## src/rtl/capture_controller.sv

```systemverilog
// capture_controller: sequences a 4-channel circular sample RAM for a logic analyzer.
// Arm -> pre-trigger fill -> wait for trigger -> post-trigger fill -> done -> readout
// (oldest sample first) over a valid/ready port.
// Optional feature: define TRIG_EDGE_EN to add the trig_edge port (per-channel edge trigger).
module capture_controller #(
  parameter int ADDR_WIDTH = 13,
  parameter int RAM_ADDR_W = 16
) (
  input  logic                  clk,
  input  logic                  rst,
  input  logic [3:0]            probe,
  input  logic [3:0]            ch_en,
  input  logic                  arm,
  input  logic                  abort,
  input  logic [ADDR_WIDTH-1:0] pre_count,
  input  logic [3:0]            trig_mask,
  input  logic [3:0]            trig_value,
`ifdef TRIG_EDGE_EN
  input  logic [3:0]            trig_edge,
`endif
  input  logic                  rd_start,
  input  logic                  rd_ready,
  output logic                  rd_valid,
  output logic [3:0]            rd_data,
  output logic [RAM_ADDR_W-1:0] ram_addr,
  output logic [3:0]            ram_we,
  output logic [3:0]            ram_data,
  input  logic [3:0]            ram_q,
  output logic                  busy,
  output logic                  triggered,
  output logic                  done,
  output logic [ADDR_WIDTH-1:0] trig_addr
);

  localparam logic [ADDR_WIDTH-1:0] LAST = '1;
  localparam logic [ADDR_WIDTH-1:0] ONE  = {{(ADDR_WIDTH-1){1'b0}}, 1'b1};

  typedef enum logic [2:0] {S_IDLE, S_PRE, S_WAIT, S_POST, S_DONE, S_READ} state_t;

  state_t                state;
  logic [ADDR_WIDTH-1:0] wr_ptr, fill, post, rd_ptr, rd_cnt, pre_l;
  logic [3:0]            ch_en_l;
  logic                  writing, accept, do_arm, hit;
  logic [3:0]            lvl_ok, ch_ok;
  logic [ADDR_WIDTH-1:0] rd_addr;

  assign writing = (state == S_PRE) || (state == S_WAIT) || (state == S_POST);
  assign accept  = rd_valid & rd_ready;
  assign do_arm  = arm && ((state == S_IDLE) || (state == S_DONE));
  assign rd_addr = accept ? rd_ptr + ONE : rd_ptr;

  assign ram_we   = writing ? ch_en_l : 4'b0000;
  assign ram_data = probe;
  assign busy     = writing || (state == S_READ);
  assign done     = (state == S_DONE) || (state == S_READ);
  assign rd_data  = rd_valid ? (ram_q & ch_en_l) : 4'b0000;

  // Per-channel level match; unmasked channels always agree.
  assign lvl_ok = ~(probe ^ trig_value);

`ifdef TRIG_EDGE_EN
  logic [3:0] prev_probe;
  logic       prev_vld;
  logic [3:0] edge_ok;

  // An edge channel needs a transition into the requested level vs. the previous sample.
  assign edge_ok = {4{prev_vld}} & (prev_probe ^ probe) & lvl_ok;
  assign ch_ok   = (trig_edge & edge_ok) | (~trig_edge & lvl_ok);

  // Previous-sample history; invalid until the first write of a capture.
  always_ff @(posedge clk) begin
    if (rst) begin
      prev_probe <= 4'b0000;
      prev_vld   <= 1'b0;
    end else if (do_arm) begin
      prev_vld   <= 1'b0;
    end else if (writing) begin
      prev_probe <= probe;
      prev_vld   <= 1'b1;
    end
  end
`else
  assign ch_ok = lvl_ok;
`endif

  assign hit = &(ch_ok | ~trig_mask);

  // RAM address mux: write pointer while capturing, look-ahead read pointer while reading.
  always_comb begin
    ram_addr = '0;
    if (writing)
      ram_addr[ADDR_WIDTH-1:0] = wr_ptr;
    else if (state == S_READ)
      ram_addr[ADDR_WIDTH-1:0] = rd_addr;
  end

  // Capture/readout sequencer with its pointers, counters and status flags.
  always_ff @(posedge clk) begin
    if (rst) begin
      state     <= S_IDLE;
      wr_ptr    <= '0;
      fill      <= '0;
      post      <= '0;
      rd_ptr    <= '0;
      rd_cnt    <= '0;
      pre_l     <= '0;
      ch_en_l   <= 4'b0000;
      trig_addr <= '0;
      triggered <= 1'b0;
      rd_valid  <= 1'b0;
    end else if (abort) begin
      state     <= S_IDLE;
      triggered <= 1'b0;
      rd_valid  <= 1'b0;
    end else if (do_arm) begin
      state     <= (pre_count == '0) ? S_WAIT : S_PRE;
      wr_ptr    <= '0;
      fill      <= '0;
      ch_en_l   <= ch_en;
      pre_l     <= pre_count;
      triggered <= 1'b0;
      rd_valid  <= 1'b0;
    end else begin
      case (state)
        S_PRE: begin
          wr_ptr <= wr_ptr + ONE;
          fill   <= fill + ONE;
          if (fill + ONE == pre_l) state <= S_WAIT;
        end
        S_WAIT: begin
          wr_ptr <= wr_ptr + ONE;
          if (hit) begin
            trig_addr <= wr_ptr;
            triggered <= 1'b1;
            post      <= LAST - pre_l;
            state     <= (pre_l == LAST) ? S_DONE : S_POST;
          end
        end
        S_POST: begin
          wr_ptr <= wr_ptr + ONE;
          post   <= post - ONE;
          if (post == ONE) state <= S_DONE;
        end
        S_DONE: begin
          if (rd_start) begin
            state    <= S_READ;
            rd_ptr   <= trig_addr - pre_l;
            rd_cnt   <= '0;
            rd_valid <= 1'b0;
          end
        end
        S_READ: begin
          rd_valid <= 1'b1;
          if (accept) begin
            rd_ptr <= rd_ptr + ONE;
            rd_cnt <= rd_cnt + ONE;
            if (rd_cnt == LAST) begin
              state     <= S_IDLE;
              rd_valid  <= 1'b0;
              triggered <= 1'b0;
            end
          end
        end
        default: state <= S_IDLE;
      endcase
    end
  end

endmodule
```

## config.mk

```make
export PLATFORM = sky130hd
export DESIGN_NAME = capture_controller
export DESIGN_NICKNAME = d
export VERILOG_FILES = /design/src/rtl/capture_controller.sv
export SDC_FILE = /design/constraint.sdc
export NUM_CORES = 1
export LEC_CHECK = 0
export BUFFER_PORTS_ARGS = -buffer_cell sky130_fd_sc_hd__buf_2
export CORE_MARGIN = 2
export CORE_UTILIZATION = 63
export DETAILED_ROUTE_END_ITERATION = 10
export PLACE_DENSITY = 0.83
export SLEW_MARGIN = 30
export SYNTH_ARGS = -nofsm -noshare
export SYNTH_HDL_FRONTEND = slang
export SYNTH_SLANG_ARGS = --single-unit
```

## constraint.sdc

```tcl
create_clock -name clk -period 3.9 [get_ports clk]
set_input_delay 1.17 -clock clk [delete_from_list [all_inputs] [get_ports clk]]
set_output_delay 1.17 -clock clk [all_outputs]
set_load 0.05 [all_outputs]
```

==> impl_metrics.csv <==
group,metric,value,unit
placement,input_output_buffers,80,
sta,highest_clock_rate,267.7,MHz
route,average_wire_per_standard_cell,17.86,um
floorplanning,fp.dieW,103.5,um
clocking,cts_root_buffer,"sky130_fd_sc_hd__clkbuf_8",
floorplanning,std_cell_rows,36,
global_route,grt_busiest_layer,"met2",
route,route.detailed.vias_per_inst,6.292,
placement,placer_congestion_estimate,0.9623,
power,ir_drop,0.2854,mV
global_route,grt_start_max_net_pins,57,
status,status,"finished, final reports clean",
sta,setup_total_negative_slack,0,ns
sta,fin_ws,0.1640,ns
sta,hold_ws,0.4770,ns
final_layout,number_of_antenna_repair_diodes,0,
route,first_pass_iters,6,
critical_path,worst_ep_required_time,2.73,ns
sta,setup_violations,0,
clocking,clock_tree.buffer_depth,2,
critical_path,worstPathMaxFanout,5,
global_route,antenna_violations_before_repair,0,
sta,timing_max_transition_violations_final,0,
global_route,grt_use_met2,52.70,%
yosys,ys_seq_area_share,32.07,%
yosys,yosys.cell_types.count,67,
sta,skew,0.01176,ns
sta,rsz_0062_raised_after_global_routing,"no",
sta,hold_viol_final,0,
floorplanning,io_pins,84,
global_route,gr-usage-met1,44.18,%
clocking,ctsResizeCount,0,
power,finalPower,0.002039,W
floorplanning,dieArea,0.01072,mm^2
power,powerDensity,296.1,mW/mm^2
route,route.antenna.remaining_nets,0,
sta,slew_of_the_pin_with_the_lowest_slew_margin,0.9458,ns
clocking,cts_max_level,3,
clocking,clock_insertion_delay_worst_skew,0.40,ns
final_layout,fillerInstances,809,
placement,dp_hpwl,13520,um
global_route,grt.met3_usage,9.314,%
global_route,grt_pass1_wl,29060,um
clocking,cts.repair_timing.setup_buffer_count,0,
route,detailroute.via_count,6424,
yosys,synth_enable_flop_cells,0,
placement,post-place-ws,0.1270,ns
clocking,hold_buffers,0,
yosys,synth.avg_cell_area,7.548,um^2
route,initialDrtViolationCount,587,
critical_path,critPathArrivalTime,2.57,ns
final_layout,layout.nets,941,
sta,worst_slew_margin_rel,36.81,%
worst_hold_path,tightest_hold_check_type,"flip-flop to flip-flop",
critical_path,crit_type,"input port to primary output",
clocking,clk_pin_slew_worst_paths,0.10,ns
floorplanning,initial_core_util,64.46,%
critical_path,worstSetupEndpointType,"primary output",
final_layout,layout.cells.most_common_list,"sky130_fd_sc_hd__nand2_1 (101), sky130_fd_sc_hd__dfxtp_1 (100), sky130_fd_sc_hd__nor2_1 (91)",
critical_path,crit_path_start_kind,"input port",
global_route,track_usage,33.58,%
yosys,async_reset_ff_share,0,%
clocking,tritoncts.num_buffers,9,
final_layout,post-route-util,71.11,%
floorplanning,die_h,103.5,um
final_layout,layout.cells.most_common,"sky130_fd_sc_hd__nand2_1",
yosys,number_of_instances_in_the_synthesized_netlist,827,
route,postRouteWirelength,18230,um
yosys,yosysWarningCount,0,
floorplanning,core,0.009684,mm^2
job,max_capacitance_violation_total,0,
clocking,tritoncts,"built",
global_route,grt_pass1_vias,5865,
route,drt_drc_violations_left,0,
sta,finalCriticalPeriod,3.736,ns
sta,final_min_period_over_clock_period,95.79,%
yosys,synth.cell_area,0.006242,mm^2
yosys,synth_top_flop_cell,"sky130_fd_sc_hd__dfxtp_1",
clocking,clock_sinks,100,
yosys,postSynthRegisterBits,100,
global_route,globalRouteOverflowTotal,0,
power,total_leakage_power,2.698,nW
final_layout,layout-drive-gt1-share,14.98,%
final_layout,syn_to_final_growth,10.32,%
==> through the flow <==
stage / cell area, um^2 / cells
floorplan: 6254 / 829
global placement: 6698 / 1005
detailed placement: 6700 / 1005
CTS: 6882 / 1021
global route: 6887 / 1021
finish: 6887 / 1021
==> cells by family after synthesis <==
kind of cell	synth area share, %
compound gates	21.31
xor+xnor	7.717
fa+ha+maj	3.929
buf+inv	5.993
flops	32.07
mux	2.566
other cells	0.06007
simple gates	26.36
==> sequential cells by signal (all words and copies together), names as in the netlist, 4 cells and up <==
name	flops
trig_addr	13
post	13
ch_en_l	4
rd_cnt	13
wr_ptr	13
fill	13
pre_l	13
rd_ptr	13
==> power by group <==
| part | leakage [nW] | total (W) | internal [W] | switching [W] |
|---|---|---|---|---|
| Sequential | 0.808 | 0.00107 | 0.00104 | 0.0000285 |
| Combinational | 1.80 | 0.000335 | 0.000117 | 0.000218 |
| Clock | 0.0881 | 0.000638 | 0.000240 | 0.000398 |
==> per-layer routing <==
layer  wire (um)  vias to the layer above
met5           0                        -
met4         479                        0
met3        1781                       38
met2        8282                      331
met1        7688                     3007
li1            -                     3048
==> path summary, 6_finish.rpt <==
check | startpoint | endpoint | slack (ns) | cells past startpoint
max | rd_ready | ram_addr[12] | 0.16 | 7
max reg2reg | pre_l[0] | rd_ptr[12] | 1.45 | 8
min reg2reg | ch_en_l[1] | ch_en_l[1] | 0.48 | 2
min | ch_en_l[1] | ch_en_l[1] | 0.48 | 2
==> synthesized netlist by cell type (all sizes together) (4+ instances only) <==
cell type    n  area, um^2
nand4       16       112.6
xnor2       24       210.2
a211oi      11       82.58
nor2b        4       25.02
or3         13       86.33
o21ai       51       255.2
ha          18       225.2
o31ai        7       52.55
buf         22       137.6
nor3b        5       37.54
mux2i       16       160.2
nand3b       4       30.03
a31oi       13       81.33
nand2b       7       43.79
nand3       27       140.1
a21o         8       60.06
o211ai       4       30.03
dfxtp      100        2002
nand2      101       379.1
o21a         6       45.04
a22oi        5       37.54
o22ai       10       62.56
nor2        92       345.3
nor4        11       75.07
a21oi       73       369.1
and4         9       80.08
and2         6       37.54
nor3        21       105.1
xor2        31       271.5
clkbuf      34       127.6
inv         29       108.9
and3        12       75.07
==> critical path, cell delays in order <==
cell and delay, ns:
sky130_fd_sc_hd__buf_2 0.14, sky130_fd_sc_hd__and4_1 0.23, sky130_fd_sc_hd__nor3b_1 0.26, sky130_fd_sc_hd__nand3_1 0.16, sky130_fd_sc_hd__xor2_1 0.19, sky130_fd_sc_hd__o21ai_2 0.13, sky130_fd_sc_hd__buf_2 0.28
==> layout make-up <==
class / instances / area, um^2 / share of cell area (%)
Clock inverter: 7 / 57.56 / 0.8358
Sequential cell: 100 / 2002 / 29.07
Multi-Input combinational cell: 644 / 3885 / 56.41
Tap cell: 133 / 166.4 / 2.416
Inverter: 29 / 108.9 / 1.581
Timing Repair Buffer: 99 / 543.0 / 7.885
Clock buffer: 9 / 123.9 / 1.799
No activity file was read; power rests on OpenSTA's default activity.
